[src/rtl/cipher_store_pkg.sv]
// Shared types and helpers for the nibble cipher-and-store datapath.
// CSC_READBACK_EN (optional) adds an arbitrated readback port to the store.
package cipher_store_pkg;

    localparam int DATA_W_DEF = 4;
    localparam int PROD_W_DEF = 8;
    localparam int CNT_W_DEF  = 8;

    typedef enum logic [1:0] {
        IDLE,
        ROT,
        MUL,
        WR
    } state_e;

    // sel=0: rotate left by 1, sel=1: rotate left by 2
    function automatic logic [DATA_W_DEF-1:0] rotl_sel(
        input logic [DATA_W_DEF-1:0] n,
        input logic                  sel
    );
        logic [DATA_W_DEF-1:0] r;
        if (sel) begin
            r = {n[DATA_W_DEF-3:0], n[DATA_W_DEF-1:DATA_W_DEF-2]};
        end else begin
            r = {n[DATA_W_DEF-2:0], n[DATA_W_DEF-1]};
        end
        return r;
    endfunction

endpackage

[src/rtl/cipher_store_mem.sv]
// Store register file: async clear, one write port, a combinational peek port
// and, with CSC_READBACK_EN, one registered read port.
module cipher_store_mem
    import cipher_store_pkg::*;
#(
    parameter int AW = DATA_W_DEF,
    parameter int DW = PROD_W_DEF
) (
    input  logic          clk_i,
    input  logic          rst_ni,
    input  logic          we_i,
    input  logic [AW-1:0] waddr_i,
    input  logic [DW-1:0] wdata_i,
    input  logic [AW-1:0] obs_addr_i,
    output logic [DW-1:0] obs_data_o
`ifdef CSC_READBACK_EN
    ,
    input  logic          re_i,
    input  logic [AW-1:0] raddr_i,
    output logic          rvalid_o,
    output logic [DW-1:0] rdata_o
`endif
);

    logic [DW-1:0] mem_q [2**AW];

    always_ff @(posedge clk_i or negedge rst_ni) begin
        if (!rst_ni) begin
            for (int i = 0; i < 2**AW; i++) begin
                mem_q[i] <= '0;
            end
        end else if (we_i) begin
            mem_q[waddr_i] <= wdata_i;
        end
    end

    assign obs_data_o = mem_q[obs_addr_i];

`ifdef CSC_READBACK_EN
    logic          rvalid_q;
    logic [DW-1:0] rdata_q;

    always_ff @(posedge clk_i or negedge rst_ni) begin
        if (!rst_ni) begin
            rvalid_q <= 1'b0;
            rdata_q  <= '0;
        end else begin
            rvalid_q <= re_i;
            if (re_i) begin
                rdata_q <= mem_q[raddr_i];
            end
        end
    end

    assign rvalid_o = rvalid_q;
    assign rdata_o  = rdata_q;
`endif

endmodule

[src/rtl/cipher_store_ctrl.sv]
// Sequencer: latch (num,key), rotate, multiply, write store[num], report.
// CSC_READBACK_EN adds the rd_* readback port (writes win over reads).
module cipher_store_ctrl
    import cipher_store_pkg::*;
#(
    parameter int DATA_W = DATA_W_DEF,
    parameter int PROD_W = PROD_W_DEF,
    parameter int CNT_W  = CNT_W_DEF
) (
    input  logic              clk,
    input  logic              rst_n,
    input  logic              in_valid,
    output logic              in_ready,
    input  logic [DATA_W-1:0] num,
    input  logic [DATA_W-1:0] key,
    output logic              out_valid,
    output logic [DATA_W-1:0] out_addr,
    output logic [PROD_W-1:0] out_data,
    output logic [CNT_W-1:0]  txn_count
`ifdef CSC_READBACK_EN
    ,
    input  logic              rd_req,
    input  logic [DATA_W-1:0] rd_addr,
    output logic              rd_gnt,
    output logic              rd_valid,
    output logic [PROD_W-1:0] rd_data
`endif
);

    state_e            state_q, state_d;
    logic [DATA_W-1:0] num_q, num_d;
    logic [DATA_W-1:0] key_q, key_d;
    logic [DATA_W-1:0] rot_q, rot_d;
    logic [PROD_W-1:0] prod_q, prod_d;
    logic              rot_sel_q, rot_sel_d;
    logic [CNT_W-1:0]  txn_q, txn_d;
    logic              out_valid_q, out_valid_d;
    logic [DATA_W-1:0] out_addr_q, out_addr_d;
    logic              we;

    always_comb begin
        state_d     = state_q;
        num_d       = num_q;
        key_d       = key_q;
        rot_d       = rot_q;
        prod_d      = prod_q;
        rot_sel_d   = rot_sel_q;
        txn_d       = txn_q;
        out_valid_d = 1'b0;
        out_addr_d  = out_addr_q;
        we          = 1'b0;
        unique case (state_q)
            IDLE: begin
                if (in_valid) begin
                    num_d   = num;
                    key_d   = key;
                    state_d = ROT;
                end
            end
            ROT: begin
                rot_d     = rotl_sel(num_q, rot_sel_q);
                rot_sel_d = ~rot_sel_q;
                state_d   = MUL;
            end
            MUL: begin
                prod_d  = PROD_W'(rot_q) * PROD_W'(key_q);
                state_d = WR;
            end
            WR: begin
                we          = 1'b1;
                out_valid_d = 1'b1;
                out_addr_d  = num_q;
                txn_d       = txn_q + CNT_W'(1);
                state_d     = IDLE;
            end
            default: state_d = IDLE;
        endcase
    end

    always_ff @(posedge clk or negedge rst_n) begin
        if (!rst_n) begin
            state_q     <= IDLE;
            num_q       <= '0;
            key_q       <= '0;
            rot_q       <= '0;
            prod_q      <= '0;
            rot_sel_q   <= 1'b0;
            txn_q       <= '0;
            out_valid_q <= 1'b0;
            out_addr_q  <= '0;
        end else begin
            state_q     <= state_d;
            num_q       <= num_d;
            key_q       <= key_d;
            rot_q       <= rot_d;
            prod_q      <= prod_d;
            rot_sel_q   <= rot_sel_d;
            txn_q       <= txn_d;
            out_valid_q <= out_valid_d;
            out_addr_q  <= out_addr_d;
        end
    end

    assign in_ready  = (state_q == IDLE);
    assign out_valid = out_valid_q;
    assign out_addr  = out_addr_q;
    assign txn_count = txn_q;

    // out_data views the store at the last written address, so it always
    // holds the last value written and reads 0 after a clear.
    cipher_store_mem #(
        .AW(DATA_W),
        .DW(PROD_W)
    ) u_mem (
        .clk_i      (clk),
        .rst_ni     (rst_n),
        .we_i       (we),
        .waddr_i    (num_q),
        .wdata_i    (prod_q),
        .obs_addr_i (out_addr_q),
        .obs_data_o (out_data)
`ifdef CSC_READBACK_EN
        ,
        .re_i       (rd_gnt),
        .raddr_i    (rd_addr),
        .rvalid_o   (rd_valid),
        .rdata_o    (rd_data)
`endif
    );

`ifdef CSC_READBACK_EN
    assign rd_gnt = rd_req && (state_q != WR);
`endif

endmodule

[config.mk]
export PLATFORM = sky130hd
export DESIGN_NAME = cipher_store_ctrl
export DESIGN_NICKNAME = d
export VERILOG_FILES = /design/src/rtl/cipher_store_pkg.sv /design/src/rtl/cipher_store_mem.sv /design/src/rtl/cipher_store_ctrl.sv
export SDC_FILE = /design/constraint.sdc
export NUM_CORES = 1
export LEC_CHECK = 0
export ABC_AREA = 0
export ABC_CLOCK_PERIOD_IN_PS = 3200
export BUFFER_PORTS_ARGS = -buffer_cell sky130_fd_sc_hd__buf_2
export CELL_PAD_IN_SITES_DETAIL_PLACEMENT = 0
export CELL_PAD_IN_SITES_GLOBAL_PLACEMENT = 1
export CORE_AREA = 2 2 127 129
export CTS_BUF_LIST = sky130_fd_sc_hd__clkbuf_2 sky130_fd_sc_hd__clkbuf_4 sky130_fd_sc_hd__clkbuf_8
export DETAILED_ROUTE_END_ITERATION = 12
export DIE_AREA = 0 0 129 131
export GPL_TIMING_DRIVEN = 0
export MAX_ROUTING_LAYER = met4
export PLACE_DENSITY = 0.85
export SYNTH_ARGS = -nofsm -noshare
export SYNTH_HDL_FRONTEND = slang
export SYNTH_HIERARCHICAL = 1
export SYNTH_SLANG_ARGS = --single-unit
[constraint.sdc]
create_clock -name clk -period 3.2 [get_ports clk]
set_clock_uncertainty 0.1 [all_clocks]
set_input_delay 0.64 -clock clk [delete_from_list [all_inputs] [get_ports clk]]
set_output_delay 0.64 -clock clk [all_outputs]
set_load 0.05 [all_outputs]
After elaboration in Yosys (flattened, before gate mapping). Index checks and enable logic that the tools add are counted.

Bitwise gates (word level): 3. Equal/unequal tests: 4. Div/mod/pow operators: 0. $lt $le $gt $ge: 3. Multipliers: 1. Muxes and demuxes: 10. Shift-type cells: 0. Reduce and logical (&&, ||, !) cells: 3. $add $sub $neg: 1.

Operators with widths (count): $bwmux 128 (1); $bmux 8 s4 (1); $demux 8 s4 (1); $mux 8 (3); $ge 5x5->1 const B (2); $not 4->5 (2); $add 8x1->8 const B (1); $mul 4x4->8 (1); $pmux 2 s4 (1); $lt 5x1->1 const B (1); $eq 2x2->1 const B (2); $mux 4 (1); $eq 2x1->1 const B (1); $logic_not 2->1 (1); $mux 2 (1); $ne 2x2->1 const B (1); $reduce_and 2->1 (1); $logic_and 1x1->1 (1); $mux 1 (1); $not 1->1 (1).

Bits in latches: 0. Memories: 0. Bits in read-only memories: 0. Register bits after elaboration: 164. Bits in writable memories: 0. Logic and storage cells: 50.

Longest topological paths before layout. Gate-level depths: netlist (run 1).

Word-level depth: 6. Mapped depth: 8.

Cells and area by module. Netlist (run 1), hierarchy kept.

By module, submodules not included: cipher_store_mem (cells each 365, area an instance 5915.7 sq um, times used 1); cipher_store_ctrl (cells each 164, area an instance 1913.1 sq um, times used 1).

Least setup slack after synthesis (run 1). Ideal clock, no wire load.

Kind: register to output. Start: register out_addr_q[0] (netlist: out_addr[0]). End: output port out_data[0]. Slack: 0.286 ns. Data required time: 2.460 ns. Buffers on the path: 2. Arrival: 2.174 ns. Stages on the path, launching flop included: 6. Cell sequence: dfrtp_1 > buf_2 > buf_2 > mux4_2 > a22oi_1 > nand2_1.

Word-level cells in the longest chain between the ends: 4.

Ends and longest elaborated chain: start, declared (RTL line cipher_store_ctrl.sv:38) `logic [DATA_W-1:0] out_addr_q, out_addr_d;`; start signal, assigned (RTL line cipher_store_ctrl.sv:100) `out_addr_q <= out_addr_d;`; $not 4->5 (not written as such) (RTL line cipher_store_mem.sv:37) `assign obs_data_o = mem_q[obs_addr_i];`; $bmux 8 s4 (RTL line cipher_store_mem.sv:37); $mux 8 (not written as such) (2 in series) (RTL line cipher_store_mem.sv:37); end, declared (RTL line cipher_store_ctrl.sv:18) `output logic [PROD_W-1:0] out_data,`.

Every way passes these cells. The select of a mux whose other input is x is not followed.

Final worst setup path (run 1).
Start: register out_addr_q[1] (netlist: out_addr[1]). End: output port out_data[6].

Same word-level chain as after synthesis.

==> flow_summary.json, run 1 <==
{
  "outcome": "complete, no violations",
  "leakage_nw": 4.08,
  "hpwl_mm": 10.8,
  "path_clk_slew_ns": 0.08,
  "rr_endpoint": "prod_q[7]",
  "vdd_drop_max_mv": 0.935,
  "ys.flop_type": "dfrtp_1",
  "clk_latency_ns": 0.45,
  "arrival_ns": 2.33,
  "diodes": 0,
  "top_usage_layer": "met2",
  "finalPower_w": 0.00912,
  "synth-async-reset-ratio": 1.00,
  "die_area_sq_um": 16900,
  "crit_path_start_kind": "register",
  "synth_nets": 561,
  "whs_ns": 0.0723,
  "final-setup-viol-count": 0,
  "top_level_ports": 33,
  "vias": 4438,
  "drv_slew": 0,
  "period_share": 0.960,
  "cts_root_buffer": "clkbuf_8",
  "hold_buffers": 0,
  "pwr_density_cell_nw_per_um2": 1050,
  "post_cts_buffers": 0,
  "gp_congestion": 0.802,
  "cpPeakStageDelay_ns": 0.51,
  "grtUsageMet2": 0.337,
  "wl_per_cell_um": 18.9,
  "htreeDepth": 4,
  "timing.slew.headroom": 0.450,
  "tightestPinTransition_ns": 0.821,
  "fmax_ghz": 0.325,
  "use_met1": 0.263,
  "synth-edff-count": 0,
  "r2r-start": "rot_q[0]",
  "synth.avg_cell_area_sq_um": 14.8,
  "rows": 46,
  "drtAntennaViolNets": 0,
  "clockBufferDepth": 2,
  "tns_ns": 0,
  "via_per_inst": 5.48,
  "cp-end-kind": "output port",
  "grt_start_max_net_pins": 97,
  "fin_crit_ns": 3.07,
  "design.core.area_sq_um": 15600,
  "syn_to_final_growth_pct": 11.4,
  "die_x_um": 129,
  "drc": 0,
  "cts.sinks": 164,
  "nets": 613,
  "hold_path_class": "input pin to async pin",
  "reg2regPathDepth": 8,
  "cts_tree": "yes",
  "overflow": 0,
  "synthCells": 529,
  "wl_mm": 15.3,
  "drtPass1Iterations": 4,
  "grt_pass1_vias": 4814,
  "critical_path_class": "register to output port",
  "drt_first_iter_violations": 223,
  "yosysSeqAreaShare": 0.524,
  "yosys.area.top_type": "dfrtp_1",
  "syn_area_sq_um": 7830,
  "synth_most_common_cell": "dfrtp_1",
  "synth-seq-cells": 164,
  "synth_area_leaders": "dfrtp_1, mux2_2, mux4_2, ha_1, a22oi_1",
  "grt_first_pass_wirelength_mm": 25.6,
  "crit_path_cell_trace": "clkbuf_2 > mux4_2 > a22oi_1 > nand2_1 > buf_2",
  "drv_cap": 0,
  "crit_required_ns": 2.46,
  "cp_slowest_cell": "dfrtp_1",
  "io_buffers": 32,
  "track_usage": 0.209,
  "initial_core_util": 0.502,
  "antenna_found_initial": 0,
  "path_max_fanout": 10,
  "grtUsageMet3": 0.0529,
  "drive_gt1_frac": 0.463,
  "synth_common_cells": "dfrtp_1, mux2_2, mux4_2",
  "yosys_warnings": 6,
  "die_y_um": 131,
  "r2r_setup_slack_ns": 0.27,
  "hold_violations": 0,
  "rsz0062_at_grt": "no",
  "synth_top_area_frac": 0.524,
  "cts_buffers": 17,
  "yosys.cell_types.count": 43
}
-- worst max-delay path, delay by kind of cell (launching register included) --
family,cells,cell delay (ns)
simple gates,1,0.11
buf+inv,2,0.63
flops,1,0.51
compound gates,1,0.27
mux,1,0.37
-- placed cells by master, fill, tap and decap left out, drive strengths merged, types with 5 or more instances in the layout --
master,n
dfrtp,164
mux2,144
buf,46
clkbuf,36
mux4,32
nand2,17
ha,17
a22oi,16
nor2,16
and2,13
inv,11
a21oi,9
nor3,8
clkinv,7
xor2,5
nand3b,5
nand3,5
nand2b,5
-- worst max-delay path by stage --
stage,from,slack [ns],endpoint
2_1_floorplan,out_addr[0],0.29,out_data[0]
3_3_place_gp,rst_n,-0.89,u_mem/mem_q[1]
3_5_place_dp,out_addr[1],0.28,out_data[0]
4_1_cts,out_addr[0],-0.01,out_data[0]
5_1_grt,out_addr[0],0.01,out_data[0]
6_report,out_addr[1],0.13,out_data[6]
-- per-layer routing --
| layer | share of wire | routed length, um |
|---|---|---|
| met5 | 0 | 0 |
| met4 | 0.014 | 214 |
| met3 | 0.035 | 534 |
| met2 | 0.50 | 7620 |
| met1 | 0.45 | 6910 |
-- where the power goes --
group / total (W) / internal (W) / switching, W
Combinational: 0.00425 / 0.00194 / 0.00231
Clock: 0.00140 / 0.000664 / 0.000740
Sequential: 0.00347 / 0.00288 / 0.000593
-- kinds of logic after synthesis --
kind of cell	share of synthesized area
multiplexers	0.308
AND/OR/NAND/NOR	0.0668
XOR/XNOR	0.0101
AO/OA/AOI/OAI	0.0310
flip-flops	0.524
adder cells (fa/ha/maj)	0.0374
buffers and inverters	0.0224
-- stage by stage --
stage | area, sq um | worst slack [ns] | util | cells
final | 8720 | 0.127 | 0.559 | 810
after global routing | 8720 | 0.0102 | 0.559 | 810
after CTS | 8690 | -0.0145 | 0.557 | 810
after detailed placement | 8290 | 0.280 | 0.532 | 778
after global placement | 8260 | -0.891 | 0.530 | 777
after floorplan | 7830 | 0.286 | - | 529
-- what timing repair did --
| item | in CTS | in global routing |
|---|---|---|
| hold endpoints to repair | 0 | 0 |
| endpoints found under the setup margin | 8 | 7 |
| resized for setup | 10 | 8 |
| cloned | 0 | 0 |
| pin swaps | 0 | 0 |
-- flip-flops by register name, indices dropped and copies added (netlist names) --
name and count:
key_q 4, num_q 4, out_addr 4, out_valid 1, prod_q 8, rot_q 4
rot_sel_q 1, state_q 2, txn_count 8, u_mem/mem_q 128
-- final cells by class --
cell class                 count  area [sq um]
timing repair buffer          33           196
multi-input combinational    327          3560
inverter                       9          33.8
sequential                   164          4100
fill                        1237          6880
buffer                        29           183
clock inverter                12           105
tap                          216           270
clock buffer                  20           269
(Power assumes the default switching activity.)
==> run 2: changes to the inputs <==
--- a/config.mk
+++ b/config.mk
@@ -19,5 +19,4 @@
 export PLACE_DENSITY = 0.85
 export SYNTH_ARGS = -nofsm -noshare
 export SYNTH_HDL_FRONTEND = slang
-export SYNTH_HIERARCHICAL = 1
 export SYNTH_SLANG_ARGS = --single-unit
==> run 2 against run 1 <==
Combinational power is essentially flat. Core utilization shrank 0.088 points. Synthesized cell count grew 4.3%. Highest routed layer unchanged. Clock power grew 7%. Final area shrank 0.16%. Largest cell class unchanged. Worst setup slack gained 0.0054 ns. Critical path type unchanged. Final cell count grew 3.2%. Register-to-register slack lost 0.12 ns. Routed wire length grew 6.3%.
==> flow_summary.json, run 2 <==
{
  "outcome": "complete, no violations",
  "overflow": 0,
  "cpPeakStageDelay_ns": 0.54,
  "reg2regPathDepth": 9,
  "ys.flop_type": "dfrtp_1",
  "syn_to_final_growth_pct": 11.9,
  "synth_common_cells": "dfrtp_1, mux2_2, nand2_1",
  "synth_top_area_frac": 0.528,
  "htreeDepth": 4,
  "synth_most_common_cell": "dfrtp_1",
  "wl_per_cell_um": 19.4,
  "period_share": 0.959,
  "drv_slew": 0,
  "syn_area_sq_um": 7780,
  "wl_mm": 16.2,
  "yosys_warnings": 0,
  "r2r_setup_slack_ns": 0.15,
  "yosys.cell_types.count": 43,
  "largest_register_ff_count": 128,
  "path_max_fanout": 10,
  "grt_pass1_vias": 4914,
  "fin_crit_ns": 3.07,
  "timing.final.ws_setup_ns": 0.132,
  "die_area_sq_um": 16900,
  "diodes": 0,
  "die_y_um": 131,
  "cts_buffers": 17,
  "design.core.area_sq_um": 15600,
  "cts.sinks": 164,
  "fmax_ghz": 0.326,
  "synth_nets": 584,
  "crit_path_start_kind": "register",
  "timing.slew.headroom": 0.509,
  "drtAntennaViolNets": 0,
  "crit_required_ns": 2.46,
  "nets": 639,
  "track_usage": 0.219,
  "dp_slack_ns": -0.0333,
  "drv_cap": 0,
  "hold_violations": 0,
  "grt_first_pass_wirelength_mm": 26.6,
  "cp_slowest_cell": "mux4_2",
  "initial_core_util": 0.499,
  "final-setup-viol-count": 0,
  "hold_path_class": "input pin to async pin",
  "registers.top_by_ff_count": "u_mem.mem_q",
  "yosys.area.top_type": "dfrtp_1",
  "mostFrequentLayoutCells": "dfrtp_1, mux2_2, nand2_1, buf_2, mux4_2",
  "synth-edff-count": 0,
  "crit_path_cell_trace": "clkbuf_4 > buf_6 > mux4_2 > a22oi_1 > nand2_1 > buf_2",
  "rr_endpoint": "prod_q[7]",
  "swShare": 0.398,
  "antenna_found_initial": 0,
  "via_per_inst": 5.54,
  "drc": 0,
  "rsz0062_at_grt": "no",
  "p_clk_frac": 0.163,
  "drive_gt1_frac": 0.419,
  "hpwl_mm": 11.8,
  "synth.avg_cell_area_sq_um": 14.1,
  "synth_area_leaders": "dfrtp_1, mux2_2, mux4_2, ha_1, mux2_4",
  "io_buffers": 32,
  "tns_ns": 0,
  "cts_root_buffer": "clkbuf_8",
  "r2r-start": "rot_q[0]",
  "drt_first_iter_violations": 350,
  "grt_start_max_net_pins": 100,
  "p_sw_w": 0.00367,
  "vdd_drop_max_mv": 0.928,
  "gp_congestion": 0.810,
  "cts_tree": "yes",
  "synthCells": 552,
  "final_common_cell": "dfrtp_1",
  "pwr_density_cell_nw_per_um2": 1060,
  "path_clk_slew_ns": 0.08,
  "rows": 46,
  "pwr-share-comb": 0.459,
  "synth-seq-cells": 164,
  "yosysSeqAreaShare": 0.528,
  "drtPass1Iterations": 4,
  "endpoint": "out_data[6]",
  "clockBufferDepth": 2,
  "top_level_ports": 33,
  "critical_path_class": "register to output port",
  "leakage_nw": 4.10,
  "critPathLaunch": "out_addr[0]",
  "p_int_w": 0.00554,
  "arrival_ns": 2.33,
  "clk_latency_ns": 0.46,
  "cp-end-kind": "output port",
  "die_x_um": 129,
  "tightestPinTransition_ns": 0.733,
  "synth-async-reset-ratio": 1.00,
  "vias": 4634,
  "p_seq_frac": 0.379
}
run 2: cell types whose count changed in the layout (fill, tap and decap cells not counted), moves of 5 or more:
cell,change
mux2_2,-21
o21ai_0,+20
nand2_1,+19
inv_1,+7
clkbuf_4,+5
mux2_4,+5
nand3b_1,-5
run 2: worst min-delay path by stage:
stage                        to             from
2_1_floorplan          key_q[0]            rst_n
3_3_place_gp    u_mem.mem_q[88]  u_mem.mem_q[88]
3_5_place_dp    u_mem.mem_q[75]  u_mem.mem_q[75]
4_1_cts        u_mem.mem_q[122]            rst_n
5_1_grt        u_mem.mem_q[122]            rst_n
6_report       u_mem.mem_q[122]            rst_n
run 2: routing by layer:
| layer | vias up | track usage | wire (um) |
|---|---|---|---|
| li1 | 2091 | - | - |
| met1 | 2432 | 0.276 | 6880 |
| met2 | 93 | 0.365 | 8440 |
| met3 | 18 | 0.0350 | 717 |
| met4 | 0 | 0.0735 | 205 |
| met5 | - | - | 0 |
run 2: repair_timing:
item / 4_1_cts / 5_1_grt
gates cloned: 0 / 0
resized for setup: 12 / 3
hold buffers: 0 / 0
pin swaps: 0 / 3
setup buffers: 0 / 4
endpoints found under the setup margin: 9 / 9
run 2: layout make-up:
cell class                      instances  area [sq um]
Fill cell                            1288          6890
Inverter                               16          60.1
Timing Repair Buffer                   37           224
Clock buffer                           21           270
Buffer                                 32           194
Clock inverter                         11           126
Multi-Input combinational cell        339          3460
Tap cell                              216           270
Sequential cell                       164          4100
run 2: power groups by stage:
stage	Combinational, W	Sequential [W]	Clock [W]
2_1_floorplan	0.00304	0.00349	0
3_3_place_gp	0.00404	0.00344	0
3_5_place_dp	0.00416	0.00351	0
4_1_cts	0.00424	0.00347	0.00153
5_1_grt	0.00463	0.00359	0.00162
6_report	0.00422	0.00349	0.00150
run 2: worst max-delay path: cells and delay by family, from the launching register on:
| kind | cells | cell delay [ns] |
|---|---|---|
| buffers and inverters | 3 | 0.67 |
| DFF | 1 | 0.36 |
| AOI/OAI and AO/OA | 1 | 0.17 |
| and+or+nand+nor | 1 | 0.12 |
| muxes | 1 | 0.54 |
run 2: cells by family after synthesis:
| kind of cell | after synthesis | synth area share |
|---|---|---|
| adder cells (fa/ha/maj) | 21 | 0.0376 |
| buffers and inverters | 49 | 0.0285 |
| XOR/XNOR | 9 | 0.0101 |
| flip-flops | 164 | 0.528 |
| multiplexers | 165 | 0.291 |
| AO/OA/AOI/OAI | 53 | 0.0425 |
| AND/OR/NAND/NOR | 91 | 0.0631 |
run 2: per-stage QoR:
| stage | instance area, sq um | instances | hold slack (ns) | utilization | power [W] |
|---|---|---|---|---|---|
| 6_report | 8710 | 836 | 0.0754 | 0.558 | 0.00921 |
| 5_1_grt | 8710 | 836 | 0.114 | 0.558 | 0.00984 |
| 4_1_cts | 8670 | 833 | 0.0839 | 0.556 | 0.00924 |
| 3_5_place_dp | 8240 | 801 | 0.368 | 0.528 | 0.00768 |
| 3_3_place_gp | 8210 | 800 | 0.357 | 0.526 | 0.00748 |
| 2_1_floorplan | 7780 | 552 | 0.244 | - | 0.00654 |
==> run 3: changes to the inputs <==
--- a/config.mk
+++ b/config.mk
@@ -5,18 +5,19 @@
 export SDC_FILE = /design/constraint.sdc
 export NUM_CORES = 1
 export LEC_CHECK = 0
-export ABC_AREA = 0
+export ABC_AREA = 1
 export ABC_CLOCK_PERIOD_IN_PS = 3200
 export BUFFER_PORTS_ARGS = -buffer_cell sky130_fd_sc_hd__buf_2
 export CELL_PAD_IN_SITES_DETAIL_PLACEMENT = 0
 export CELL_PAD_IN_SITES_GLOBAL_PLACEMENT = 1
-export CORE_AREA = 2 2 127 129
+export CORE_AREA = 2 2 133 135
 export CTS_BUF_LIST = sky130_fd_sc_hd__clkbuf_2 sky130_fd_sc_hd__clkbuf_4 sky130_fd_sc_hd__clkbuf_8
+export CTS_CLUSTER_DIAMETER = 120
 export DETAILED_ROUTE_END_ITERATION = 12
-export DIE_AREA = 0 0 129 131
+export DIE_AREA = 0 0 135 137
 export GPL_TIMING_DRIVEN = 0
 export MAX_ROUTING_LAYER = met4
-export PLACE_DENSITY = 0.85
+export PLACE_DENSITY = 0.88
 export SYNTH_ARGS = -nofsm -noshare
 export SYNTH_HDL_FRONTEND = slang
 export SYNTH_SLANG_ARGS = --single-unit
==> run 3 against run 2 <==
Sequential share of layout area down 0.76 points. Synthesized area is 2.8% higher. First-iteration DRC count increased by 54%. Synthesized cell count grew 82%. Die area rose by 9.4%. Core utilization decreased by 3.9 points. Critical endpoint is now out_data[7]. Critical path depth up 3. Critical path type unchanged.
==> flow_summary.json, run 3 <==
{
  "outcome": "complete, no violations",
  "synthCells": 1006,
  "grt_start_max_net_pins": 88,
  "clk_latency_ns": 0.46,
  "fin_crit_ns": 3.10,
  "final-setup-viol-count": 0,
  "initial_core_util": 0.469,
  "yosysSeqAreaShare": 0.513,
  "syn_area_sq_um": 8000,
  "registers.top_by_ff_count": "u_mem.mem_q",
  "cp-end-kind": "output port",
  "grt_first_pass_wirelength_mm": 35.5,
  "whs_ns": 0.0145,
  "cts_tree": "yes",
  "die_x_um": 135,
  "vias": 6859,
  "vdd_drop_max_mv": 0.645,
  "ys.flop_type": "dfrtp_1",
  "die_y_um": 137,
  "clockBufferDepth": 2,
  "drc": 0,
  "tightestPinTransition_ns": 0.899,
  "top_level_ports": 33,
  "cts.sinks": 164,
  "yosys_warnings": 0,
  "drtPass1Iterations": 5,
  "period_share": 0.968,
  "drt_first_iter_violations": 540,
  "synth_area_leaders": "dfrtp_1, nand2_1, o21ai_0, inv_1, nand3_1",
  "via_per_inst": 5.29,
  "grtUsageMet3": 0.0515,
  "top_usage_layer": "met2",
  "track_usage": 0.266,
  "crit_top_cell": "nand2_1",
  "stdcell_area_sq_um": 8850,
  "synth.avg_cell_area_sq_um": 7.95,
  "cts_buffers": 17,
  "grt_pass1_vias": 6528,
  "overflow": 0,
  "hold_violations": 0,
  "fmax_ghz": 0.323,
  "largest_register_ff_count": 128,
  "drtAntennaViolNets": 0,
  "synth_common_cells": "nand2_1, o21ai_0, dfrtp_1",
  "yosys.area.top_type": "dfrtp_1",
  "crit_family": "buffers and inverters",
  "antenna_found_initial": 0,
  "synth_top_area_frac": 0.513,
  "syn_to_final_growth_pct": 10.7,
  "hold_buffers": 0,
  "die_area_sq_um": 18500,
  "synth-async-reset-ratio": 1.00,
  "path_clk_slew_ns": 0.10,
  "synth_most_common_cell": "nand2_1",
  "drv_slew": 0,
  "diodes": 0,
  "crit_path_cell_trace": "clkbuf_4 > buf_2 > nand2_1 > nand2_1 > nand2_1 > nand3_1 > nand3_1 > nand2_1 > buf_2",
  "hold_path_class": "input pin to async pin",
  "path_max_fanout": 10,
  "synth_nets": 1038,
  "leakage_nw": 4.35,
  "design.core.area_sq_um": 17100,
  "hpwl_mm": 15.7,
  "wl_per_cell_um": 17.2,
  "grtUsageMet2": 0.393,
  "cpPeakStageDelay_ns": 0.48,
  "crit_required_ns": 2.46,
  "yosys.cell_types.count": 27,
  "nets": 1090,
  "cp_slowest_cell": "dfrtp_1",
  "post_cts_buffers": 0,
  "placedInstanceArea_sq_um": 8480,
  "pwr_density_cell_nw_per_um2": 1100,
  "htreeDepth": 4,
  "arrival_ns": 2.36,
  "gp_congestion": 0.950,
  "final_cells": 1296,
  "critical_path_class": "register to output port",
  "dp_cells": 1264,
  "timing.slew.headroom": 0.401,
  "cts_root_buffer": "clkbuf_8",
  "synth-edff-count": 0,
  "drive_gt1_frac": 0.101,
  "crit_path_start_kind": "register",
  "mostFrequentLayoutCells": "nand2_1, o21ai_0, dfrtp_1",
  "path_buf_inv": 3,
  "rsz0062_at_grt": "no",
  "io_buffers": 32,
  "wl_mm": 22.2,
  "use_met1": 0.365,
  "final_common_cell": "nand2_1",
  "synth-seq-cells": 164,
  "rows": 48,
  "drv_cap": 0
}
[run 3: repair_timing]
item	CTS	global route
resized for setup	1	13
endpoints found under the hold margin	0	0
setup endpoints to repair	1	8
pin swaps	0	0
[run 3: kinds of logic after synthesis]
logic type,count (synthesis),share of synthesized area
and+or+nand+nor,458,0.233
AOI/OAI and AO/OA,186,0.117
buffers and inverters,164,0.0837
DFF,164,0.513
adders and majority gates,21,0.0366
xor gates and xnor gates,8,0.00876
muxes,5,0.00704
[run 3: routing by layer]
layer	part of all wire	routed length, um
met5	0	0
met4	0.035	783
met3	0.072	1600
met2	0.44	9800
met1	0.45	10000
[run 3: final timing paths]
path                                  from         endpoint  slack (ns)  depth (start not counted)
min reg2reg                u_mem.mem_q[21]  u_mem.mem_q[21]        0.39                          2
max reg2reg                       rot_q[0]        prod_q[4]        0.41                         10
max                            out_addr[0]      out_data[7]        0.10                          9
min                                  rst_n  u_mem.mem_q[10]        0.01                          1
max in group asynchronous            rst_n         rot_q[1]        2.15                          2
min in group clk                    key[3]         key_q[3]        0.31                          2
[run 3: power breakdown]
group	total [W]	leakage [nW]	switching [W]	internal (W)
sequential	0.00345	2.15	0.000570	0.00288
combinational	0.00488	2.03	0.00345	0.00143
clock	0.00140	0.164	0.000844	0.000552
[run 3: layout make-up]
type	count	area [sq um]
Multi-Input combinational cell	678	3220
Fill cell	1695	8210
Timing Repair Buffer	33	200
Buffer	56	279
Sequential cell	164	4100
Clock inverter	15	123
Inverter	108	405
Clock buffer	17	234
Tap cell	225	282
[run 3: per-stage QoR]
step                      worst slack (ns)  utilization  total power, W  TNS [ns]
after global routing               0.00252        0.519          0.0105         0
after global placement               -1.17        0.495         0.00818   -190.25
after CTS                           0.0172        0.518         0.00969         0
final                                0.101        0.519         0.00972         0
after detailed placement             0.389        0.497         0.00827         0
after floorplan                      0.615            -         0.00675         0
